===== config.mk =====
export PLATFORM = sky130hd
export DESIGN_NAME = fib_term_buffer
export DESIGN_NICKNAME = d
export VERILOG_FILES = /design/src/rtl/fib_term_buffer.sv
export SDC_FILE = /design/constraint.sdc
export NUM_CORES = 1
export LEC_CHECK = 0
export BUFFER_PORTS_ARGS = -buffer_cell sky130_fd_sc_hd__buf_2
export CORE_ASPECT_RATIO = 1.2
export CORE_MARGIN = 3
export CORE_UTILIZATION = 56
export CTS_CLUSTER_DIAMETER = 120
export CTS_CLUSTER_SIZE = 16
export DETAILED_ROUTE_END_ITERATION = 6
export GPL_ROUTABILITY_DRIVEN = 0
export GPL_TIMING_DRIVEN = 0
export PLACE_DENSITY = 0.86
export SLEW_MARGIN = 20
export SYNTH_ARGS = -nofsm -noshare
export SYNTH_HDL_FRONTEND = slang
export SYNTH_SLANG_ARGS = --single-unit

===== constraint.sdc =====
create_clock -name clk -period 4.6 [get_ports clk]
set_input_delay 0.23 -clock clk [delete_from_list [all_inputs] [get_ports clk]]
set_output_delay 0.23 -clock clk [all_outputs]
set_load 0.01 [all_outputs]

===== src/rtl/fib_term_buffer.sv =====
// Samples a free-running Fibonacci term stream, checks each sample against the
// recurrence, and queues {term, capture index} pairs in a FIFO drained by valid/ready.
module fib_term_buffer #(
  parameter int DEPTH = 8,
  parameter int WIDTH = 32
) (
  input  logic                       clk,
  input  logic                       rst,
  input  logic [WIDTH-1:0]           fib_in,
  input  logic                       capture,
  output logic [WIDTH-1:0]           out_data,
  output logic [7:0]                 out_index,
  output logic                       out_valid,
  input  logic                       out_ready,
  output logic [$clog2(DEPTH):0]     count,
  output logic                       full,
  output logic                       seq_err,
  output logic                       ovf,
  output logic [7:0]                 drop_cnt
);

  localparam int AW = $clog2(DEPTH);
  localparam int CW = AW + 1;

  typedef enum logic [1:0] {CK_EMPTY, CK_ONE, CK_RUN} ck_state_t;

  logic [WIDTH-1:0] data_mem [DEPTH];
  logic [7:0]       idx_mem  [DEPTH];
  logic [AW-1:0]    rd_ptr, wr_ptr;
  logic [7:0]       cap_idx;
  logic [CW-1:0]    count_next;
  logic             push, pop, drop;

  ck_state_t        state, state_next;
  logic [WIDTH-1:0] h0, h1, h0_next, h1_next, pair_sum;
  logic             seq_hit, ovf_hit;

  assign out_valid = (count != '0);
  assign pop       = out_valid & out_ready;
  // A pop on the same edge frees a slot, so a full FIFO can still accept a push.
  assign push      = capture & (~full | pop);
  assign drop      = capture & ~push;

  assign out_data  = out_valid ? data_mem[rd_ptr] : '0;
  assign out_index = out_valid ? idx_mem[rd_ptr]  : '0;

  always_comb begin
    count_next = count;
    case ({push, pop})
      2'b10:   count_next = count + 1'b1;
      2'b01:   count_next = count - 1'b1;
      default: count_next = count;
    endcase
  end

  assign pair_sum = h0 + h1;

  // Any capture gap breaks adjacency with the generator, so history restarts.
  always_comb begin
    state_next = CK_EMPTY;
    h0_next    = h0;
    h1_next    = h1;
    seq_hit    = 1'b0;
    ovf_hit    = 1'b0;
    if (capture) begin
      case (state)
        CK_EMPTY: begin
          h1_next    = fib_in;
          state_next = CK_ONE;
        end
        CK_ONE: begin
          h0_next    = h1;
          h1_next    = fib_in;
          state_next = CK_RUN;
        end
        CK_RUN: begin
          seq_hit    = (fib_in != pair_sum);
          ovf_hit    = (fib_in < h1);
          h0_next    = h1;
          h1_next    = fib_in;
          state_next = CK_RUN;
        end
        default: state_next = CK_EMPTY;
      endcase
    end
  end

  always_ff @(posedge clk) begin
    if (!rst) begin
      rd_ptr   <= '0;
      wr_ptr   <= '0;
      count    <= '0;
      full     <= 1'b0;
      cap_idx  <= '0;
      drop_cnt <= '0;
      seq_err  <= 1'b0;
      ovf      <= 1'b0;
      state    <= CK_EMPTY;
      h0       <= '0;
      h1       <= '0;
    end else begin
      count <= count_next;
      full  <= (count_next == CW'(DEPTH));
      if (push) wr_ptr <= wr_ptr + 1'b1;
      if (pop)  rd_ptr <= rd_ptr + 1'b1;
      if (capture) cap_idx <= cap_idx + 8'd1;
      if (drop && drop_cnt != 8'hFF) drop_cnt <= drop_cnt + 8'd1;
      if (seq_hit) seq_err <= 1'b1;
      if (ovf_hit) ovf <= 1'b1;
      state <= state_next;
      h0    <= h0_next;
      h1    <= h1_next;
    end
  end

  always_ff @(posedge clk) begin
    if (rst && push) begin
      data_mem[wr_ptr] <= fib_in;
      idx_mem[wr_ptr]  <= cap_idx;
    end
  end

endmodule

---- Yosys cells after proc, flatten, opt, wreduce, memory -nomap -nowiden ----
Memories as Yosys holds them, arrays and structs flattened. A register that Yosys moved wholly into a read port is not among the register bits.
Cells that the tools add are included.
word-level totals
  logic and storage cells ................. 57
  register bits ........................... 95
  output and inout bits ................... 56
  input bits .............................. 36
  memories ................................ 2
  memory bits (writable) .................. 320
memories
  name      words  width  read ports  clocked after Yosys merged registers in  write ports  RTL line  text
  data_mem  8      32     1           1                                        1            27        logic [WIDTH-1:0] data_mem [DEPTH];
  idx_mem   8      8      1           1                                        1            28        logic [7:0] idx_mem [DEPTH];
operators by class
  order comparisons ....................... 1
  bitwise logic cells ..................... 6
  equality and inequality tests ........... 7
  $add $sub $neg .......................... 7
  reduce and logical (&&, ||, !) cells .... 9
  muxes and demuxes ....................... 14
operators with widths
  kind                   number
  $add A32 B32 Y32       1
  $lt A32 B32 Y1         1
  $mux W32               1
  $ne A32 B32 Y1         1
  $add A8 B1 Y8 const B  2
  $mux W3                4
  $mux W8                1
  $ne A8 B8 Y1 const B   1
  $pmux W4 S2            1
  $add A3 B1 Y3 const B  2
  $mux W1                6
  $reduce_and A2 Y1      3
  $add A4 B1 Y4 const B  1
  $eq A2 B1 Y1 const B   2
  $eq A2 B2 Y1 const B   2
  $eq A4 B4 Y1 const B   1
  $pmux W2 S2            1
  $reduce_bool A4 Y1     1
  $sub A4 B1 Y4 const B  1
  $and A1 B1 Y1          3
  $reduce_or A3 Y1       1
  $logic_and A1 B1 Y1    2
  $logic_not A2 Y1       1
  $not A1 Y1             2
  2 further kinds        2

---- Logic depth before layout (Yosys ltp) ----
Gate-level depths: netlist of the first run.
  word-level depth ........................ 7
  gate-level depth with buffers ........... 14

---- Worst setup path before layout of the first run ----
Ideal clock, no wire load.
  path type ............................... register -> register
  from .................................... reg count[0]
  to ...................................... mem data_mem[1][0], enable pin
  setup slack ............................. 127 ps
  data required time ...................... 4113 ps
  arrival time ............................ 3986 ps
  stages on the path, launching flop included .. 8
  cell sequence ........................... dfxtp_1 nor4_2 inv_2 nand2_1 nand2_1 and2_1 nand3_1 nor3_1
between the ends
  word-level cells in the longest chain between the ends .. 7
RTL lines
  element                        RTL line  text
  start, declared                15        output logic [$clog2(DEPTH):0] count,
  start signal, assigned         102       count <= count_next;
  $reduce_bool A4 Y1             38        assign out_valid = (count != '0);
  net out_valid                  13        output logic out_valid,
  $and A1 B1 Y1                  39        assign pop = out_valid & out_ready;
  $or A1 B1 Y1                   41        assign push = capture & (~full | pop);
  $and A1 B1 Y1                  41
  $logic_and A1 B1 Y1            117       if (rst && push) begin
  $mux W1                        117
  $mux W1 (not written as such)  118       data_mem[wr_ptr] <= fib_in;
  end, declared                  27
The timed path passes the listed nets, and every way through them passes these cells.

---- Worst setup path after layout of the first run ----
  from .................................... reg count[0]
  to ...................................... reg full
between the ends
  word-level cells in the longest chain between the ends .. 7
  elaborated cells between the ends (all ways) .. 10
RTL lines
  element                                              RTL line  text
  $reduce_bool A4 Y1                                   38
  $and A1 B1 Y1                                        39
  $or A1 B1 Y1                                         41
  $and A1 B1 Y1                                        41
  $eq A2 B1 Y1 / $eq A2 B2 Y1 (equally long branches)  49        case ({push, pop})
  $pmux W4 S2 (*)                                      49
  $eq A4 B4 Y1 (*)                                     103       full <= (count_next == CW'(DEPTH));
  end signal, assigned                                 103
  end, declared                                        16        output logic full,
Mark *: on every way between the ends. The rest lies on a longest branch, timed or not.
A chain may end at the register's enable or synchronous reset.

==> flow_summary.ini, run 1 <==
[run_status]
run_status = finished, final reports clean

[yosys]
synth_enable_flop_cells = 320
yosysUniqueCellTypes = 67
synth-adder-area-share_pct = 4.90
post_synthesis_cell_count = 1424
synth.yosys.seq_area_share_pct = 60.3
netlist_area_sq_um = 19200
post-synth-top-area-cell = sky130_fd_sc_hd__edfxtp_1
synth_simple_gate_area_share_pct = 9.17
post-synth-top-area-fraction_pct = 50.1
avgSynthCellArea_sq_um = 13.5
yosys_most_used_dff = sky130_fd_sc_hd__edfxtp_1
synthXorXnorAreaFrac_pct = 2.74
yosysWarnings = 0
post_synth_mux_area_share_pct = 12.1
synth_async_sr_flop_share_pct = 0
synth_fp_nets = 1534
synth_compound_gate_area_share_pct = 8.46
synth.area.top_cells = sky130_fd_sc_hd__edfxtp_1 50%, sky130_fd_sc_hd__dfxtp_1 10%, sky130_fd_sc_hd__mux4_2 9.4%
synth.ff_latch_count = 418
largest_family_of_logic_cells_by_synthesized_area = multiplexers

[critical_path]
path_class = reg2reg
worst_setup_path_end_kind = flop
cell_depth_of_the_worst_flop_to_flop_path = 14
worstPathMaxFanout = 7
cp_data_arrival_time_ps = 4130
critical_path_required_ps = 5140
startpoint_type = flop

[pwr]
power-per-cell-area_nw_per_um2 = 417
power_spent_charging_and_discharging_nets_mw = 2.60
clkPwrFrac_pct = 27.4
total_power_mw = 9.02
intPower_mw = 6.42
power.sequential.fraction_pct = 47.1
switching_share_pct = 28.8
power.share.combinational_pct = 25.4
max-vdd-ir-drop_uv = 283
p_leak_nw = 7.29

[route]
violation_count_after_the_first_detailed_routing_iteration = 1172
vias_per_inst = 6.05
detail-route-antenna-nets = 0
routed_wire_length_per_instance_um = 21.1
drt_drc_violations_left = 0
route.final.wire_length_mm = 43.4
detail_route.first_pass.iterations = 5
vias = 12400

[global_route]
antenna_found_initial = 0
largest_net_degree_at_the_start_of_global_routing = 23
grt_pass1_vias = 12500
grt_ovf = 0
grt_pass1_wl_mm = 68.4
track_usage_pct = 23.7

[placement]
place.port_buffers = 91
dpl_wire_length_mm = 30.1
dp.cells = 1985
post-place-ws_ps = 1010
dpl-instance-area_sq_um = 20600

[timing]
layout_min_cycle_time_ps = 3600
finalClockSkew_ps = 32.7
worst_setup_slack_after_layout_ps = 1000
max_slew.worst_pin.slew_ps = 1010
clock.fmax_mhz = 278
final-setup-viol-count = 0
worst_slew_margin_rel_pct = 32.7
number_of_pins_with_negative_max_slew_slack_in_the_final_report = 0
final_hold_viol_count = 0
rsz0062_at_grt = no
fin_crit_sh_pct = 78.2

[layout]
finalCoreUtilization_pct = 64.7
leading_cell_type_in_the_layout_fill_and_taps_excluded = sky130_fd_sc_hd__edfxtp_1
layout.cell_area.non_filler_sq_um = 21600
nFillCells = 2335
stdcell_count = 2054
antennaDiodeCount = 0
layout-drive-gt1-share_pct = 16.1
commonest_non_fill_non_tap_cells_in_the_layout = 320 x sky130_fd_sc_hd__edfxtp_1, 181 x sky130_fd_sc_hd__nand2_1, 102 x sky130_fd_sc_hd__buf_2
nets = 1691
areaGrowthSynthToFinish_pct = 12.7

[cts]
tritoncts_clock_tree = built
clock_sink_count = 418
ctsHoldBuffers = 14
cts_inserted_buffers = 30
cts.repair_timing.setup_buffer_count = 0
ctsHtreeMaxLevel = 1
clk_pin_slew_ps = 80
worstSkewPairLatency_ps = 590
ctsRootBufferMaster = sky130_fd_sc_hd__clkbuf_16
ctsResizeCount = 0
clk_path_buf_depth = 3

[run]
timing.max_cap.violations = 0

[floorplan]
dieWidth_um = 175
design.die.area_sq_um = 36500
initial_util_pct = 57.4
placement_rows = 73
dieHeight_um = 209
core_region_area_sq_um = 33400
pin_count = 92

[min_path]
whs_path_depth = 1
hp-class = in2reg
-- metal layers --
layer	track usage, %	vias to the layer above	wire, um
li1	-	5660	-
met1	30.2	6144	16700
met2	42.1	514	22600
met3	2.14	107	2490
met4	9.30	0	1620
met5	0	-	0
-- layout make-up --
class                   instances  area, sq um  area share [%]
clock buffers                  53          837            3.87
clock inverters                 2         32.5           0.150
multi-input cells             890         7230            33.4
flip-flops and latches        418        11600            53.5
plain buffers                  71          292            1.35
inverters                      45          169           0.781
well taps                     450          563            2.60
repair buffers                125          942            4.35
-- cells by family after synthesis --
group / Yosys count
xor+xnor: 60
compound gates: 239
buf+inv: 116
flops: 418
fa+ha+maj: 74
mux: 131
simple gates: 386
-- worst max-delay path: stages, from the launching register on --
cell	delay, ps
sky130_fd_sc_hd__dfxtp_1	410
sky130_fd_sc_hd__nor4_4	710
sky130_fd_sc_hd__inv_2	60
sky130_fd_sc_hd__nand2_1	210
sky130_fd_sc_hd__nand2_1	100
sky130_fd_sc_hd__and2_1	210
sky130_fd_sc_hd__inv_1	100
sky130_fd_sc_hd__ha_1	280
sky130_fd_sc_hd__ha_1	280
sky130_fd_sc_hd__a21o_1	160
sky130_fd_sc_hd__a21oi_1	190
sky130_fd_sc_hd__xor2_1	110
sky130_fd_sc_hd__or3_1	310
sky130_fd_sc_hd__a21boi_0	230
sky130_fd_sc_hd__and3_1	180
-- path summary, 6_finish.rpt --
kind | startpoint | to | slack, ps
setup / recovery | count[0]$_SDFF_PN0_ | full$_SDFF_PN0_ | 1000
hold / removal | fib_in[2] | data_mem[7][2]$_DFFE_PP_ | 6
setup reg to reg | count[0]$_SDFF_PN0_ | full$_SDFF_PN0_ | 1000
hold reg to reg | h1[2]$_SDFFE_PN0P_ | h0[2]$_SDFFE_PN0P_ | 470
-- flip-flops by register name, indices dropped and copies added, names as in the netlist, named ones only --
signal,cells
rd_ptr,3
seq_err,1
cap_idx,8
count,4
data_mem,256
wr_ptr,3
h1,32
full,1
drop_cnt,8
h0,32
ovf,1
idx_mem,64
state,2
-- power by group through the flow --
stage,clock network [mW],logic (mW),registers [mW]
floorplan,0,1.53,4.32
global placement,0,2.20,4.33
detailed placement,0,2.29,4.34
CTS,2.50,2.32,4.25
global route,2.64,2.51,4.26
finish,2.47,2.30,4.25
-- Yosys cell counts (3+ instances only) --
library cell	instances
sky130_fd_sc_hd__nor2b_1	15
sky130_fd_sc_hd__or3_1	5
sky130_fd_sc_hd__a22oi_1	5
sky130_fd_sc_hd__and3_1	8
sky130_fd_sc_hd__clkbuf_1	50
sky130_fd_sc_hd__ha_1	72
sky130_fd_sc_hd__xnor2_1	40
sky130_fd_sc_hd__a21boi_0	69
sky130_fd_sc_hd__a21o_1	16
sky130_fd_sc_hd__a211oi_1	8
sky130_fd_sc_hd__o211ai_1	9
sky130_fd_sc_hd__o21a_1	6
sky130_fd_sc_hd__and2_1	21
sky130_fd_sc_hd__nand2b_1	7
sky130_fd_sc_hd__inv_1	44
sky130_fd_sc_hd__nor3_1	13
sky130_fd_sc_hd__mux2i_1	49
sky130_fd_sc_hd__nor4_1	3
sky130_fd_sc_hd__o2111ai_1	4
sky130_fd_sc_hd__a31oi_1	7
sky130_fd_sc_hd__buf_2	11
sky130_fd_sc_hd__nand3_1	15
sky130_fd_sc_hd__o21bai_1	6
sky130_fd_sc_hd__o21ai_0	34
sky130_fd_sc_hd__a221oi_1	3
sky130_fd_sc_hd__dfxtp_1	98
sky130_fd_sc_hd__mux4_2	80
sky130_fd_sc_hd__nor2_1	83
sky130_fd_sc_hd__a21oi_1	44
sky130_fd_sc_hd__nand2_1	181
sky130_fd_sc_hd__buf_1	8
sky130_fd_sc_hd__xor2_1	20
sky130_fd_sc_hd__nand4_1	21
sky130_fd_sc_hd__o21ai_1	6
sky130_fd_sc_hd__edfxtp_1	320
sky130_fd_sc_hd__nor3b_1	3
-- per-stage QoR --
stage / hold WS, ps / setup TNS [ps]
after global routing: 15.2 / 0
after global placement: 454 / -275830
after floorplan: 329 / 0
after detailed placement: 462 / 0
final: 5.68 / 0
after CTS: 0.840 / 0
(Power assumes the default switching activity.)
==> run 2, diff against run 1 <==
clock period = 3.3 ns   (was 4.6 ns; I/O delays follow)
==> run 2 against run 1 <==
The flow now finishes with violations (negative hold slack); clock power increased by 39%; fmax increased by 16%; highest routed layer unchanged; largest power group unchanged; register-to-register slack got worse by 810 ps; core utilization increased by 0.83 points; hold slack got worse by 13 ps; total power increased by 40%; first-iteration DRC count increased by 3.2%; design area increased by 1.3%; sequential share of layout area decreased by 0.67 points.
==> flow_summary.ini, run 2 (synthesis gave the netlist of run 1 again) <==
[critical_path]
startpoint_type = flop
crit_top_cell = sky130_fd_sc_hd__o21ai_1
worstPathCellList = ha_1, fa_2, a211oi_2, o21ai_1, o21ai_1, mux2_1, mux2i_1, o2111ai_1, or4_1, nor4_4, a41oi_1
cp-startpoint = h1[0]$_SDFFE_PN0P_
path_class = reg2reg
critical_path_required_ps = 3740
critPathSlowestCell = sky130_fd_sc_hd__or4_1
cp_data_arrival_time_ps = 3550
worst-path-buf-inv = 0
crit_family = simple AND/OR/NAND/NOR gates
worstPathMaxFanout = 4
regToRegStartpoint = h1[0]$_SDFFE_PN0P_
worst_setup_path_end_kind = flop
largest_stage_delay_worst_path_ps = 470

[layout]
areaGrowthSynthToFinish_pct = 14.1
finalCoreUtilization_pct = 65.5
stdcell_count = 2070
nFillCells = 2327
layout-drive-gt1-share_pct = 16.5
commonest_non_fill_non_tap_cells_in_the_layout = 320 x sky130_fd_sc_hd__edfxtp_1, 180 x sky130_fd_sc_hd__nand2_1, 102 x sky130_fd_sc_hd__buf_2
nets = 1706
largest_reg_flops = 256
leading_cell_type_in_the_layout_fill_and_taps_excluded = sky130_fd_sc_hd__edfxtp_1
final-seq-area_sq_um = 11600
regMostFlops = data_mem
area_of_the_multi_input_gates_sq_um = 7260
antennaDiodeCount = 0
largest_registers = data_mem x256, idx_mem x64

[pwr]
total_power_mw = 12.7
power-per-cell-area_nw_per_um2 = 578
p_leak_nw = 7.39
max-vdd-ir-drop_uv = 494

[route]
detail_route.first_pass.iterations = 6
vias_per_inst = 6.01
drt_drc_violations_left = 0
violation_count_after_the_first_detailed_routing_iteration = 1209
route.final.wire_length_mm = 44.5
vias = 12400
detail-route-antenna-nets = 0
routed_wire_length_per_instance_um = 21.5

[global_route]
track_usage_pct = 24.2
antenna_found_initial = 0
use_met3_pct = 2.31
use_met1_pct = 30.8
grt_pass1_wl_mm = 69.2
top_usage_layer = met2
global_route.usage.met2_pct = 43.1
grt_pass1_vias = 12400
largest_net_degree_at_the_start_of_global_routing = 23
grt_ovf = 0

[run_status]
violated_checks = negative hold slack
run_status = finished with violations

[cts]
cts_inserted_buffers = 30
tritoncts_clock_tree = built
worstSkewPairLatency_ps = 580
ctsHtreeMaxLevel = 1
clk_path_buf_depth = 3
clk_pin_slew_ps = 80
clock_sink_count = 418
ctsRootBufferMaster = sky130_fd_sc_hd__clkbuf_16

[floorplan]
core_region_area_sq_um = 33400
placement_rows = 73
dieWidth_um = 175
pin_count = 92
dieHeight_um = 209
initial_util_pct = 57.4
design.die.area_sq_um = 36500

[timing]
final-setup-viol-count = 0
finalClockSkew_ps = 17.9
final_hold_viol_count = 2
worst_setup_slack_after_layout_ps = 191
number_of_pins_with_negative_max_slew_slack_in_the_final_report = 0
layout_min_cycle_time_ps = 3110
rsz0062_at_grt = no
worst_slew_margin_rel_pct = 41.8
max_slew.worst_pin.slew_ps = 873
final.hold.worst_slack_ps = -7.03
fin_crit_sh_pct = 94.2
clock.fmax_mhz = 322

[placement]
post-place-ws_ps = -334
place.port_buffers = 91
dpl_wire_length_mm = 30.6
dp.cells = 1981

[min_path]
holdCritStartpoint = out_ready
hp-class = in2reg

[run]
timing.max_cap.violations = 0
==> run 2: tightest hold or removal path: stages <==
cell                       delay (ps)
sky130_fd_sc_hd__buf_2             90
sky130_fd_sc_hd__nand2_2           90
sky130_fd_sc_hd__nand2_1           80
sky130_fd_sc_hd__a21boi_0          90
==> run 2: routing by layer <==
| metal | wire length, um | share of wire, % | vias to the layer above |
|---|---|---|---|
| li1 | - | - | 5680 |
| met1 | 17300 | 39 | 6170 |
| met2 | 23000 | 52 | 494 |
| met3 | 2440 | 5.5 | 102 |
| met4 | 1750 | 3.9 | 0 |
| met5 | 0 | 0 | - |
==> run 2: per-stage QoR <==
stage	TNS [ps]	area [sq um]
2_1_floorplan	-12720	19200
3_3_place_gp	-532570	20200
3_5_place_dp	-500	20600
4_1_cts	-20.7	21900
5_1_grt	0	21900
6_report	0	21900
==> run 2: timing repair <==
item                       4_1_cts  5_1_grt
hold endpoints to repair       288        0
gates resized for setup         13        7
buffers inserted                 1        0
setup endpoints to repair       40       24
hold buffers                    33        0
pin swaps                        1        1
==> run 2: power breakdown <==
| part | leakage (nW) | switching, mW | internal [mW] | total (mW) |
|---|---|---|---|---|
| logic | 3.31 | 1.80 | 1.48 | 3.28 |
| clock network | 0.412 | 1.71 | 1.73 | 3.44 |
| registers | 3.67 | 0.149 | 5.81 | 5.96 |
==> run 2: worst paths after layout <==
path                                        endpoint  cells after the start  slack [ps]
worst max register to register  seq_err$_SDFFE_PN0P_                     11         190
worst max-delay path            seq_err$_SDFFE_PN0P_                     11         190
worst min register to register    h0[8]$_SDFFE_PN0P_                      2         470
worst min-delay path                            flop                      4          -7
==> run 2: final cells by class <==
type	count	share of cell area (%)
timing repair buffer	141	5.22
multi-input combinational	890	33.1
buffer	70	1.52
sequential	418	52.8
clock inverter	2	0.148
inverter	45	0.771
clock buffer	54	3.84
tap	450	2.57
==> run 3, diff against run 2 <==
CORE_UTILIZATION = 58   (was 56)
CTS_BUF_LIST = sky130_fd_sc_hd__clkbuf_8   (was not set)
PLACE_DENSITY = 0.88   (was 0.86)
clock period = 2.8 ns   (was 3.3 ns; I/O delays follow)
==> run 3 against run 2 <==
The run ends with negative setup slack left; register-to-register slack worse by 420 ps; die area decreased by 3.3%; fmax up 2.5%; setup slack worse by 420 ps; wire length decreased by 0.33%; design area decreased by 0.89%; global-route usage grew 0.68 points; total power is 9.8% higher; largest power group unchanged.
==> flow_summary.ini, run 3 (synthesis gave the netlist of run 1 again) <==
[run_status]
run_status = finished with violations
violated_checks = negative setup slack

[layout]
stdcell_count = 2044
largest_reg_flops = 256
nets = 1723
layout.cell_area.non_filler_sq_um = 21700
commonest_non_fill_non_tap_cells_in_the_layout = 320 x sky130_fd_sc_hd__edfxtp_1, 180 x sky130_fd_sc_hd__nand2_1, 105 x sky130_fd_sc_hd__buf_2
area_of_the_multi_input_gates_sq_um = 7340
layout-drive-gt1-share_pct = 19.2
areaGrowthSynthToFinish_pct = 13.1
largest_registers = data_mem x256, idx_mem x64
final-seq-area_sq_um = 11600
finalCoreUtilization_pct = 67.0
regMostFlops = data_mem
nFillCells = 2110
leading_cell_type_in_the_layout_fill_and_taps_excluded = sky130_fd_sc_hd__edfxtp_1

[route]
vias = 12600
violation_count_after_the_first_detailed_routing_iteration = 1148
route.final.wire_length_mm = 44.3
drt_drc_violations_left = 0
routed_wire_length_per_instance_um = 21.7
detail_route.first_pass.iterations = 7
vias_per_inst = 6.17
detail-route-antenna-nets = 0

[placement]
place.port_buffers = 91
dp.cells = 1938
dpl-instance-area_sq_um = 20600
dpl_wire_length_mm = 30.7

[floorplan]
design.die.area_sq_um = 35300
initial_util_pct = 59.2
dieWidth_um = 172
placement_rows = 72
pin_count = 92
dieHeight_um = 205
core_region_area_sq_um = 32400

[cts]
clk_path_buf_depth = 3
worstSkewPairLatency_ps = 640
tritoncts_clock_tree = built
cts_inserted_buffers = 30
ctsHtreeMaxLevel = 1
clk_pin_slew_ps = 110
ctsRootBufferMaster = sky130_fd_sc_hd__clkbuf_8
clock_sink_count = 418

[timing]
layout_min_cycle_time_ps = 3030
fin_crit_sh_pct = 108
worst_slew_margin_rel_pct = 43.3
max_slew.worst_pin.slew_ps = 851
timing.setup.tns_ps = -234
finalClockSkew_ps = 41.2
rsz0062_at_grt = yes
final_hold_viol_count = 0
number_of_pins_with_negative_max_slew_slack_in_the_final_report = 0
worst_setup_slack_after_layout_ps = -234
final-setup-viol-count = 1
clock.fmax_mhz = 330

[critical_path]
critical_path_required_ps = 3300
startpoint_type = flop
path_class = reg2reg
cp_data_arrival_time_ps = 3530
worstPathMaxFanout = 3
worst_setup_path_end_kind = flop

[pwr]
power.share.combinational_pct = 28.8
power-per-cell-area_nw_per_um2 = 641
p_leak_nw = 7.47
power_spent_charging_and_discharging_nets_mw = 4.21
power.sequential.fraction_pct = 50.5
max-vdd-ir-drop_uv = 353
clkPwrFrac_pct = 20.7
switching_share_pct = 30.3
intPower_mw = 9.71

[global_route]
grt_ovf = 0
grt_pass1_vias = 12700
largest_net_degree_at_the_start_of_global_routing = 24
track_usage_pct = 24.9
antenna_found_initial = 0
grt_pass1_wl_mm = 68.4

[run]
timing.max_cap.violations = 0

[min_path]
hp-class = in2reg
-- run 3: power by group through the flow --
stage,sequential [mW],clock [mW],combinational (mW)
floorplan,7.11,0,2.53
global placement,7.12,0,3.61
detailed placement,7.13,0,3.79
CTS,7.02,2.93,3.87
global route,7.05,3.12,4.34
finish,7.03,2.88,4.00
-- run 3: layout make-up --
class / instances / area share (%)
sequential: 418 / 53.3
multi-input combinational: 890 / 33.8
timing repair buffer: 160 / 5.90
tap: 407 / 2.34
clock buffer: 30 / 1.90
buffer: 68 / 1.45
inverter: 45 / 0.778
clock inverter: 24 / 0.495
antenna: 2 / 0.0230
-- run 3: repair_timing --
item	CTS	global route
endpoints found under the hold margin	294	0
pin swaps	12	14
hold buffers	34	0
gates resized for setup	53	20
setup buffers	9	10
setup endpoints to repair	107	93
-- run 3: path summary, 6_finish.rpt --
check	start	depth (start not counted)	slack, ps	end
worst max-delay path	h1[0]$_SDFFE_PN0P_	11	-230	seq_err$_SDFFE_PN0P_
worst max register to register	h1[0]$_SDFFE_PN0P_	11	-230	seq_err$_SDFFE_PN0P_
worst min register to register	h0[25]$_SDFFE_PN0P_	2	480	h0[25]$_SDFFE_PN0P_
worst min-delay path	capture	4	70	wr_ptr[1]$_SDFFE_PN0P_
-- run 3: through the flow --
step / hold WS [ps] / worst slack (ps) / power (mW)
4_1_cts: 67.6 / -265 / 13.8
3_3_place_gp: 454 / -2240 / 10.7
6_report: 66.9 / -234 / 13.9
3_5_place_dp: 465 / -567 / 10.9
2_1_floorplan: 239 / -541 / 9.64
5_1_grt: 39.3 / -370 / 14.5
-- run 3: worst max-delay path: stages (launching register included) --
cell,delay (ps)
sky130_fd_sc_hd__dfxtp_2,350
sky130_fd_sc_hd__ha_4,160
sky130_fd_sc_hd__fa_2,360
sky130_fd_sc_hd__a211oi_2,270
sky130_fd_sc_hd__o211ai_1,220
sky130_fd_sc_hd__a31oi_1,230
sky130_fd_sc_hd__nand2_1,130
sky130_fd_sc_hd__a21oi_2,190
sky130_fd_sc_hd__xnor2_2,100
sky130_fd_sc_hd__or4_4,500
sky130_fd_sc_hd__nor4_4,260
sky130_fd_sc_hd__a41oi_2,140
-- run 3: metal layers --
metal  GRT usage [%]  part of all wire, %  vias to the layer above
met5               0                    0                        -
met4            11.0                  4.6                        0
met3            2.33                  5.5                      135
met2            43.7                   52                      548
met1            31.4                   38                     6237
li1                -                    -                     5700
